## src/rtl/pipe_pkg.sv

```systemverilog
// Shared types and constants for the pipeline-control chain: per-stage metadata
// record and forward-select encoding.
package pipe_pkg;

   localparam int FWD_SEL_W = 4;
   localparam logic [FWD_SEL_W-1:0] FWD_RF = '0;

   // Destination field is sized for the widest register number the chain supports.
   localparam int DEST_W_MAX = 16;

   typedef struct packed {
      logic                  valid;
      logic                  wreg;
      logic                  m2reg;
      logic [DEST_W_MAX-1:0] dest;
   } stage_meta_t;

endpackage

```

## src/rtl/pipe_fwd_match.sv

```systemverilog
// One-operand priority matcher: picks the youngest stage writing the operand and
// flags a load hazard when that stage's load data is not yet available.
module pipe_fwd_match
   import pipe_pkg::*;
#(
   parameter int REG_W      = 5,
   parameter int STAGES     = 3,
   parameter int LOAD_READY = 1
) (
   input  logic [STAGES-1:0]       stage_valid,
   input  logic [STAGES-1:0]       stage_wreg,
   input  logic [STAGES-1:0]       stage_m2reg,
   input  logic [STAGES*REG_W-1:0] stage_dest,
   input  logic [REG_W-1:0]        src,
   input  logic                    use_src,
   output logic [FWD_SEL_W-1:0]    sel,
   output logic                    hazard
);

   // Walk oldest to youngest so the youngest match overwrites older ones; a
   // younger hazard therefore always suppresses an older forwardable match.
   always_comb begin
      // NOTE: every combinational output gets a default first so no path leaves it unassigned (no latch).
      sel    = FWD_RF;
      hazard = 1'b0;
      for (int k = STAGES - 1; k >= 0; k--) begin
         if (stage_valid[k] && stage_wreg[k] && use_src && (src != '0) &&
             (stage_dest[k*REG_W +: REG_W] == src)) begin
            if (stage_m2reg[k] && (k < LOAD_READY)) begin
               sel    = FWD_RF;
               hazard = 1'b1;
            end else begin
               sel    = FWD_SEL_W'(k + 1);
               hazard = 1'b0;
            end
         end
      end
   end

endmodule

```

## src/rtl/pipe_hazard_chain.sv

```systemverilog
// Pipeline-control chain: per-stage instruction metadata, operand forwarding and
// load-use stall generation. Optional counters under `PIPE_HAZARD_PERF_EN`.
module pipe_hazard_chain
   import pipe_pkg::*;
#(
   parameter int DATA_W     = 32,
   parameter int REG_W      = 5,
   parameter int STAGES     = 3,
   parameter int LOAD_READY = 1
) (
   input  logic                     clock,
   input  logic                     resetn,
   input  logic                     id_valid,
   input  logic                     id_wreg,
   input  logic                     id_m2reg,
   input  logic [REG_W-1:0]         id_dest,
   input  logic [REG_W-1:0]         id_rs,
   input  logic [REG_W-1:0]         id_rt,
   input  logic                     id_use_rs,
   input  logic                     id_use_rt,
   input  logic                     flush,
   input  logic [DATA_W-1:0]        rf_rs_data,
   input  logic [DATA_W-1:0]        rf_rt_data,
   input  logic [STAGES*DATA_W-1:0] stage_result,
   output logic                     wpcir,
   output logic [FWD_SEL_W-1:0]     fwd_rs_sel,
   output logic [FWD_SEL_W-1:0]     fwd_rt_sel,
   output logic [DATA_W-1:0]        fwd_rs_data,
   output logic [DATA_W-1:0]        fwd_rt_data,
   output logic [STAGES-1:0]        stage_valid,
   output logic [STAGES-1:0]        stage_wreg,
   output logic [STAGES-1:0]        stage_m2reg,
   output logic [STAGES*REG_W-1:0]  stage_dest
`ifdef PIPE_HAZARD_PERF_EN
   ,
   output logic [31:0]              stall_count,
   output logic [31:0]              flush_count
`endif
);

   stage_meta_t stage_q [STAGES];
   stage_meta_t stage_d [STAGES];
   logic        hazard_rs;
   logic        hazard_rt;
   logic        stall;

   always_comb begin
      stage_valid = '0;
      stage_wreg  = '0;
      stage_m2reg = '0;
      stage_dest  = '0;
      for (int k = 0; k < STAGES; k++) begin
         stage_valid[k]               = stage_q[k].valid;
         stage_wreg[k]                = stage_q[k].wreg;
         stage_m2reg[k]               = stage_q[k].m2reg;
         stage_dest[k*REG_W +: REG_W] = stage_q[k].dest[REG_W-1:0];
      end
   end

   pipe_fwd_match #(
      .REG_W      (REG_W),
      .STAGES     (STAGES),
      .LOAD_READY (LOAD_READY)
   ) u_match_rs (
      .stage_valid (stage_valid),
      .stage_wreg  (stage_wreg),
      .stage_m2reg (stage_m2reg),
      .stage_dest  (stage_dest),
      .src         (id_rs),
      .use_src     (id_use_rs),
      .sel         (fwd_rs_sel),
      .hazard      (hazard_rs)
   );

   pipe_fwd_match #(
      .REG_W      (REG_W),
      .STAGES     (STAGES),
      .LOAD_READY (LOAD_READY)
   ) u_match_rt (
      .stage_valid (stage_valid),
      .stage_wreg  (stage_wreg),
      .stage_m2reg (stage_m2reg),
      .stage_dest  (stage_dest),
      .src         (id_rt),
      .use_src     (id_use_rt),
      .sel         (fwd_rt_sel),
      .hazard      (hazard_rt)
   );

   // A flushed or empty ID slot cannot stall: its bubble goes in regardless.
   assign stall = id_valid && !flush && (hazard_rs || hazard_rt);
   assign wpcir = !stall;

   always_comb begin
      fwd_rs_data = rf_rs_data;
      fwd_rt_data = rf_rt_data;
      for (int k = 0; k < STAGES; k++) begin
         if (fwd_rs_sel == FWD_SEL_W'(k + 1)) fwd_rs_data = stage_result[k*DATA_W +: DATA_W];
         if (fwd_rt_sel == FWD_SEL_W'(k + 1)) fwd_rt_data = stage_result[k*DATA_W +: DATA_W];
      end
   end

   always_comb begin
      stage_d[0] = '0;
      if (!stall && !flush && id_valid) begin
         stage_d[0].valid = 1'b1;
         stage_d[0].wreg  = id_wreg;
         stage_d[0].m2reg = id_m2reg;
         stage_d[0].dest  = DEST_W_MAX'(id_dest);
      end
      for (int k = 1; k < STAGES; k++) begin
         stage_d[k] = stage_q[k-1];
      end
   end

   always_ff @(posedge clock or negedge resetn) begin
      if (!resetn) begin
         // NOTE: this array is control state, not storage; every entry must reset so no stale match survives.
         for (int k = 0; k < STAGES; k++) stage_q[k] <= '0;
      end else begin
         // NOTE: sequential state uses non-blocking assignments so every stage shifts from the pre-edge values.
         for (int k = 0; k < STAGES; k++) stage_q[k] <= stage_d[k];
      end
   end

`ifdef PIPE_HAZARD_PERF_EN
   logic [31:0] stall_count_q, stall_count_d;
   logic [31:0] flush_count_q, flush_count_d;

   always_comb begin
      stall_count_d = stall_count_q + {31'd0, stall};
      flush_count_d = flush_count_q + {31'd0, flush && id_valid};
   end

   always_ff @(posedge clock or negedge resetn) begin
      if (!resetn) begin
         stall_count_q <= '0;
         flush_count_q <= '0;
      end else begin
         stall_count_q <= stall_count_d;
         flush_count_q <= flush_count_d;
      end
   end

   assign stall_count = stall_count_q;
   assign flush_count = flush_count_q;
`endif

endmodule

```

## config.mk

```make
export PLATFORM = sky130hd
export DESIGN_NAME = pipe_hazard_chain
export DESIGN_NICKNAME = d
export VERILOG_FILES = /design/src/rtl/pipe_pkg.sv /design/src/rtl/pipe_fwd_match.sv /design/src/rtl/pipe_hazard_chain.sv
export SDC_FILE = /design/constraint.sdc
export NUM_CORES = 1
export LEC_CHECK = 0
export ABC_AREA = 1
export BUFFER_PORTS_ARGS = -buffer_cell sky130_fd_sc_hd__buf_2
export CAP_MARGIN = 10
export CORE_ASPECT_RATIO = 2
export CORE_MARGIN = 3
export CORE_UTILIZATION = 40
export CTS_CLUSTER_DIAMETER = 60
export DETAILED_ROUTE_END_ITERATION = 8
export PLACE_DENSITY = 0.75
export REMOVE_ABC_BUFFERS = 1
export SLEW_MARGIN = 20
export SYNTH_ARGS = -nofsm -noshare
export SYNTH_HDL_FRONTEND = slang
export SYNTH_SLANG_ARGS = --single-unit
```

## constraint.sdc

```tcl
create_clock -name clock -period 4.1 [get_ports clock]
set_clock_uncertainty 0.1 [all_clocks]
set_input_delay 1.23 -clock clock [delete_from_list [all_inputs] [get_ports clock]]
set_output_delay 1.23 -clock clock [all_outputs]
set_load 0.02 [all_outputs]
```

==> results of run 1 <==
## cells in the mapped netlist (2+ instances only)
master    instances  area (µm²)
nand2_1         326        1224
nand3_1         153       765.7
inv_1            89       334.1
nand4_1          41       256.5
nor2_1           35       131.4
buf_4            26       195.2
dfrtp_1          24       600.6
inv_2            21       78.83
buf_2            19       95.09
nand2_2          16       100.1
xnor2_1          13       113.9
clkbuf_1          9       33.78
nor2_2            5       31.28
nor2_4            5       56.30
buf_1             3       11.26
clkbuf_8          3       41.29
nand2_4           3       33.78
a21oi_1           2       10.01
nand3_2           2       20.02
o21ai_0           2       10.01
xor2_1            2       17.52
## where the power goes
| group | switching, mW | internal (mW) |
|---|---|---|
| Combinational | 0.233 | 0.175 |
| Clock | 0.0828 | 0.194 |
| Sequential | 0.0136 | 0.246 |
## worst max path at each step
| stage | endpoint | cells after the start | start | slack [ns] |
|---|---|---|---|---|
| after detailed placement | fwd_rt_data[31] | 14 | id_rt[3] | 0.002 |
| final | fwd_rt_data[25] | 11 | id_rt[2] | -0.002 |
| after CTS | fwd_rs_data[19] | 15 | id_rs[4] | 0.008 |
| after floorplan | fwd_rt_data[10] | 10 | id_rt[3] | -0.35 |
| after global placement | fwd_rt_data[31] | 14 | id_rt[3] | 0.01 |
| after global routing | fwd_rs_data[29] | 14 | id_rs[4] | -0.04 |
## registers in the layout, summed over array words and instances, names as in the netlist
register	flops
stage_valid	3
stage_m2reg	3
stage_wreg	3
stage_dest	15
## per-layer routing
metal  part of all wire, %  GRT usage [%]  wire (µm)
met5                     0              0          0
met3                   9.3          4.675       1967
met4                   6.7          12.46       1407
met2                    52          54.99      11040
met1                    32          30.35       6696
## placed cells by master, fill, tap and decap left out, drive strengths merged
cell type / instances
nand2: 346
buf: 316
nand3: 156
inv: 109
nor2: 45
nand4: 41
dfrtp: 24
clkbuf: 15
xnor2: 13
conb: 4
a21oi: 3
o21ai: 2
xor2: 2
clkinv: 2
diode: 1
or2: 1
clkinvlp: 1
bufinv: 1
## logic make-up after synthesis
family | synth area share [%]
xor+xnor | 3.071
simple gates | 62.24
compound gates | 0.6728
buf+inv | 19.89
other cells | 0.08766
flops | 14.04
## cell type report
cell class,instances,share of cell area [%]
Antenna cell,1,0.03704
Clock buffer,3,1.111
Clock inverter,1,0.4445
Inverter,112,6.835
Multi-Input combinational cell,613,44.58
Sequential cell,24,8.891
Tap cell,135,2.500
Timing Repair Buffer,328,35.60
## metrics by stage
step / hold slack [ns] / area, µm² / std cells / TNS, ns
2_1_floorplan: 0.3936 / 3866 / 749 / -11.32
3_3_place_gp: 0.2593 / 5874 / 1194 / 0
3_5_place_dp: 0.2649 / 5874 / 1194 / 0
4_1_cts: 0.2785 / 5979 / 1198 / 0
5_1_grt: 0.2800 / 6755 / 1217 / -0.5779
6_report: 0.2773 / 6755 / 1217 / -0.001784
## repair_timing
action,in CTS,in global routing
setup endpoints to repair,1,64
resized for setup,0,135
pin swaps,1,26
cloned,0,13
buffers inserted,0,5
## critical path, stage by stage
cell	delay, ns
buf_4	0.13
xor2_1	0.20
nor2_1	0.13
nand2_1	0.10
nor2_4	0.14
nand3_4	0.20
inv_8	0.16
buf_6	0.18
nand2_1	0.09
nand2_1	0.07
buf_2	0.15
==> impl_results.md, run 1 <==
* Overall power at 944.1 µW
* Mapped Area at 0.004278 mm²
* Slew headroom at 58.26%
* Unrepaired setup endpoints after global routing: true
* CP Capture Type: output pin
* Final ANT Viol Nets at 0
* Reg2reg end: stage_dest[3]
* Sequential-to-total area share from yosys stat at 14.04%
* Layout cell share with drive strength beyond 1 at 39.22%
* H-tree levels at 1
* Dpl ws at 0.001505 ns
* VDD IR-drop max at 0.3318 mV
* Fin crit share at 100.0%
* Clock Path Buffers at 2
* DR iter-0 viols at 481
* Total Nets Final at 1265
* Startpoint types: input pin
* Max Fclk at 0.2438 GHz
* Root Buffer Master: clkbuf_16
* DR pass1 iterations at 8
* Hold Crit Class: flop to flop
* Num rows at 52
* Core ar. at 0.01028 mm²
* Slew Viols, Final at 0
* Grt total ovfl at 0
* Final Wtd Congestion at 0.9670
* TritonCTS clock tree: built
* Pwr/cell area at 139.8 mW/mm²
* Drt via density at 5.316
* Mapped Avg Cell Area at 5.288 µm²
* Hold Path Sink: stage_m2reg[2]
* Detailed Place HPWL at 15080 µm
* Die area at 0.01205 mm²
* Initial antenna violation count at 1
* Total CTS buffers at 3
* Initial Util at 41.61%
* Req. time, crit path at 2.77 ns
* Largest net degree at the start of global routing at 35
* Top_reg_cell synth: dfrtp_1
* Aggregate global-route resource usage at 29.04%
* Die Wd at 79.13 µm
* Register Area at 600.6 µm²
* Multi-input logic area at 0.003012 mm²
* Overall routed net length at 21110 µm
* Final Hold Viols at 0
* Worst-path fanout max at 7
* Area delta synth->final at 57.91%
* PortBufs at 275
* Die H at 152.3 µm
* WHS Path Cells at 0
* Vias in the first global route at 5564
* Util after Layout at 65.71%
* DRC at 0
* EDFF count, synth at 0
* Crit path kind: input pin to output pin
* IO Pins at 280
* Hold buffer count at cts at 0
* Sink Count at 24
* Fillcell total at 996
* Violated checks: setup timing
* Yosys reg bits at 24
* Crit path time final at 4.102 ns
* Cells after synthesis at 809
* Yosys warns at 0
* Worst reg2reg startpoint: stage_dest[1]
* Maxcap violations at 0
* Count of cell types in the netlist at 31
* Asr flop ratio synth at 100.0%
* CTS clock-pin slew for the worst setup and hold paths at 0.06 ns
* Global-route wire length before repair at 28040 µm
* Routed len/inst at 17.35 µm
* Lkg Pwr at 4.047 nW
* Status: finished, violations left
* Worst slew pin tran at 0.6252 ns
* R2r setup slk at 2.22 ns
* CP arrival at 2.77 ns
* Post-route setup slack at -0.001784 ns
* DR vias at 6469
* Worst hold start: stage_m2reg[1]
* Worst Reg-to-Reg Cells at 8
* # setup viols final at 1
* Skew-Pair Late Insertion Delay at 0.26 ns
(Power assumes the default switching activity.)
==> inputs of run 2 (changes only) <==
--- a/config.mk
+++ b/config.mk
@@ -13,7 +13,8 @@
 export CORE_UTILIZATION = 40
 export CTS_CLUSTER_DIAMETER = 60
 export DETAILED_ROUTE_END_ITERATION = 8
-export PLACE_DENSITY = 0.75
+export HOLD_SLACK_MARGIN = 0.03
+export PLACE_DENSITY = 0.82
 export REMOVE_ABC_BUFFERS = 1
 export SLEW_MARGIN = 20
 export SYNTH_ARGS = -nofsm -noshare
==> constraint.sdc (replaced) <==
create_clock -name clock -period 4.84 [get_ports clock]
set_clock_uncertainty 0.1 [all_clocks]
set_input_delay 1.452 -clock clock [delete_from_list [all_inputs] [get_ports clock]]
set_output_delay 1.452 -clock clock [all_outputs]
set_load 0.02 [all_outputs]
==> impl_results.md, run 2 (synthesis results as in run 1) <==
* # setup viols final at 0
* Cts repair resizes at 0
* Dpl cell area at 0.005674 mm²
* Worst reg2reg startpoint: stage_dest[2]
* Crit path from: id_rs[1]
* Largest net degree at the start of global routing at 39
* Total setup buffers inserted after CTS at 0
* DR vias at 6183
* Layout cell share with drive strength beyond 1 at 34.38%
* DR iter-0 viols at 372
* Hold Crit Class: flop to flop
* Vias in the first global route at 5857
* Die H at 152.3 µm
* Maxcap violations at 0
* Lkg Pwr at 3.630 nW
* Final Wtd Congestion at 0.9809
* Slew Viols, Final at 0
* Fin Hold WS at 0.2777 ns
* Post-route setup slack at 0.1831 ns
* Most frequent cells in the layout: nand2_1 (326), buf_2 (275), nand3_1 (153), inv_1 (89), nand4_1 (41)
* Fillcell total at 1110
* Die Wd at 79.13 µm
* Status: completed
* Detailed Place HPWL at 15000 µm
* CP Capture Type: output pin
* Worst Reg-to-Reg Cells at 12
* TritonCTS clock tree: built
* Aggregate global-route resource usage at 28.96%
* IO Pins at 280
* Dpl ws at 0.2047 ns
* Root Buffer Master: clkbuf_16
* DR pass1 iterations at 5
* Startpoint types: input pin
* Skew-Pair Late Insertion Delay at 0.26 ns
* Req. time, crit path at 3.29 ns
* Max reg flops at 15
* Global-route wire length before repair at 27990 µm
* Sink Count at 24
* Worst hold start: stage_m2reg[1]
* Total Nets Final at 1237
* Overall power at 766.4 µW
* Die area at 0.01205 mm²
* Area delta synth->final at 35.10%
* H-tree levels at 1
* Slew headroom at 55.60%
* Worst path slowest cell: nand2_4
* Total CTS buffers at 3
* Hold buffer count at cts at 0
* Multi-input logic area at 0.002838 mm²
* Num rows at 52
* VDD IR-drop max at 0.2848 mV
* CTS clock-pin slew for the worst setup and hold paths at 0.06 ns
* DRC at 0
* Initial antenna violation count at 0
* Overall routed net length at 18710 µm
* Worst-path fanout max at 28
* Final ANT Viol Nets at 0
* Post-route insts no fill at 1188
* Grt total ovfl at 0
* Register Area at 600.6 µm²
* Fin crit share at 96.22%
* Core ar. at 0.01028 mm²
* Initial Util at 41.61%
* PortBufs at 275
* Final Hold Viols at 0
* Antenna diodes at 0
* Max Fclk at 0.2147 GHz
* Setup TNS at 0 ns
* Unrepaired setup endpoints after global routing: false
* Routed len/inst at 15.75 µm
* Drt via density at 5.205
* CP peak stage delay at 0.24 ns
* Util after Layout at 56.22%
* Crit path time final at 4.657 ns
* Final Cell Area at 0.005779 mm²
* WHS Path Cells at 0
* Pwr/cell area at 132.6 mW/mm²
* Clock Path Buffers at 2
* Worst slew pin tran at 0.6650 ns
* CP arrival at 3.10 ns
* Commonest non-fill, non-tap cell in the layout: nand2_1
* Crit path kind: input pin to output pin
* Crit-path cells: buf_2 > nor2_1 > nand2_1 > nor2_4 > nor2_4 > nand2_8 > nand2_4 > inv_1 > nand2_1 > nand3_1 > buf_2
* Placed cells at 1184
==> run 2: path summary, 6_finish.rpt <==
check	end	slack, ns
max in group asynchronous	stage_valid[2]	3.22
setup reg to reg	stage_m2reg[0]	2.64
hold reg to reg	stage_m2reg[2]	0.28
min in group asynchronous	stage_wreg[0]	1.07
hold / removal	stage_m2reg[2]	0.28
setup / recovery	fwd_rs_data[11]	0.18
==> run 2: cell type report <==
type,count,share of cell area [%]
multi-input combinational,613,49.10
clock inverter,1,0.5196
clock buffer,3,1.299
sequential,24,10.39
inverter,112,7.404
tap,135,2.923
timing repair buffer,300,28.36
==> run 2: critical path: cells and delay by family <==
kind	cells	cell delay (ns)
and+or+nand+nor	8	1.10
buffers and inverters	3	0.54
==> run 2: metal layers <==
metal / routed length (µm) / part of all wire [%] / GRT usage [%] / vias up
li1: - / - / - / 2986
met1: 6279 / 34 / 28.78 / 2728
met2: 9877 / 53 / 55.19 / 380
met3: 1472 / 7.9 / 3.846 / 89
met4: 1083 / 5.8 / 16.15 / 0
met5: 0 / 0 / 0 / -
==> run 2: report_power, final <==
part / total [mW] / switching, mW / leakage (nW) / internal, mW
sequential: 0.219 / 0.0106 / 0.321 / 0.209
clock: 0.236 / 0.0714 / 0.0511 / 0.164
combinational: 0.311 / 0.189 / 3.26 / 0.122
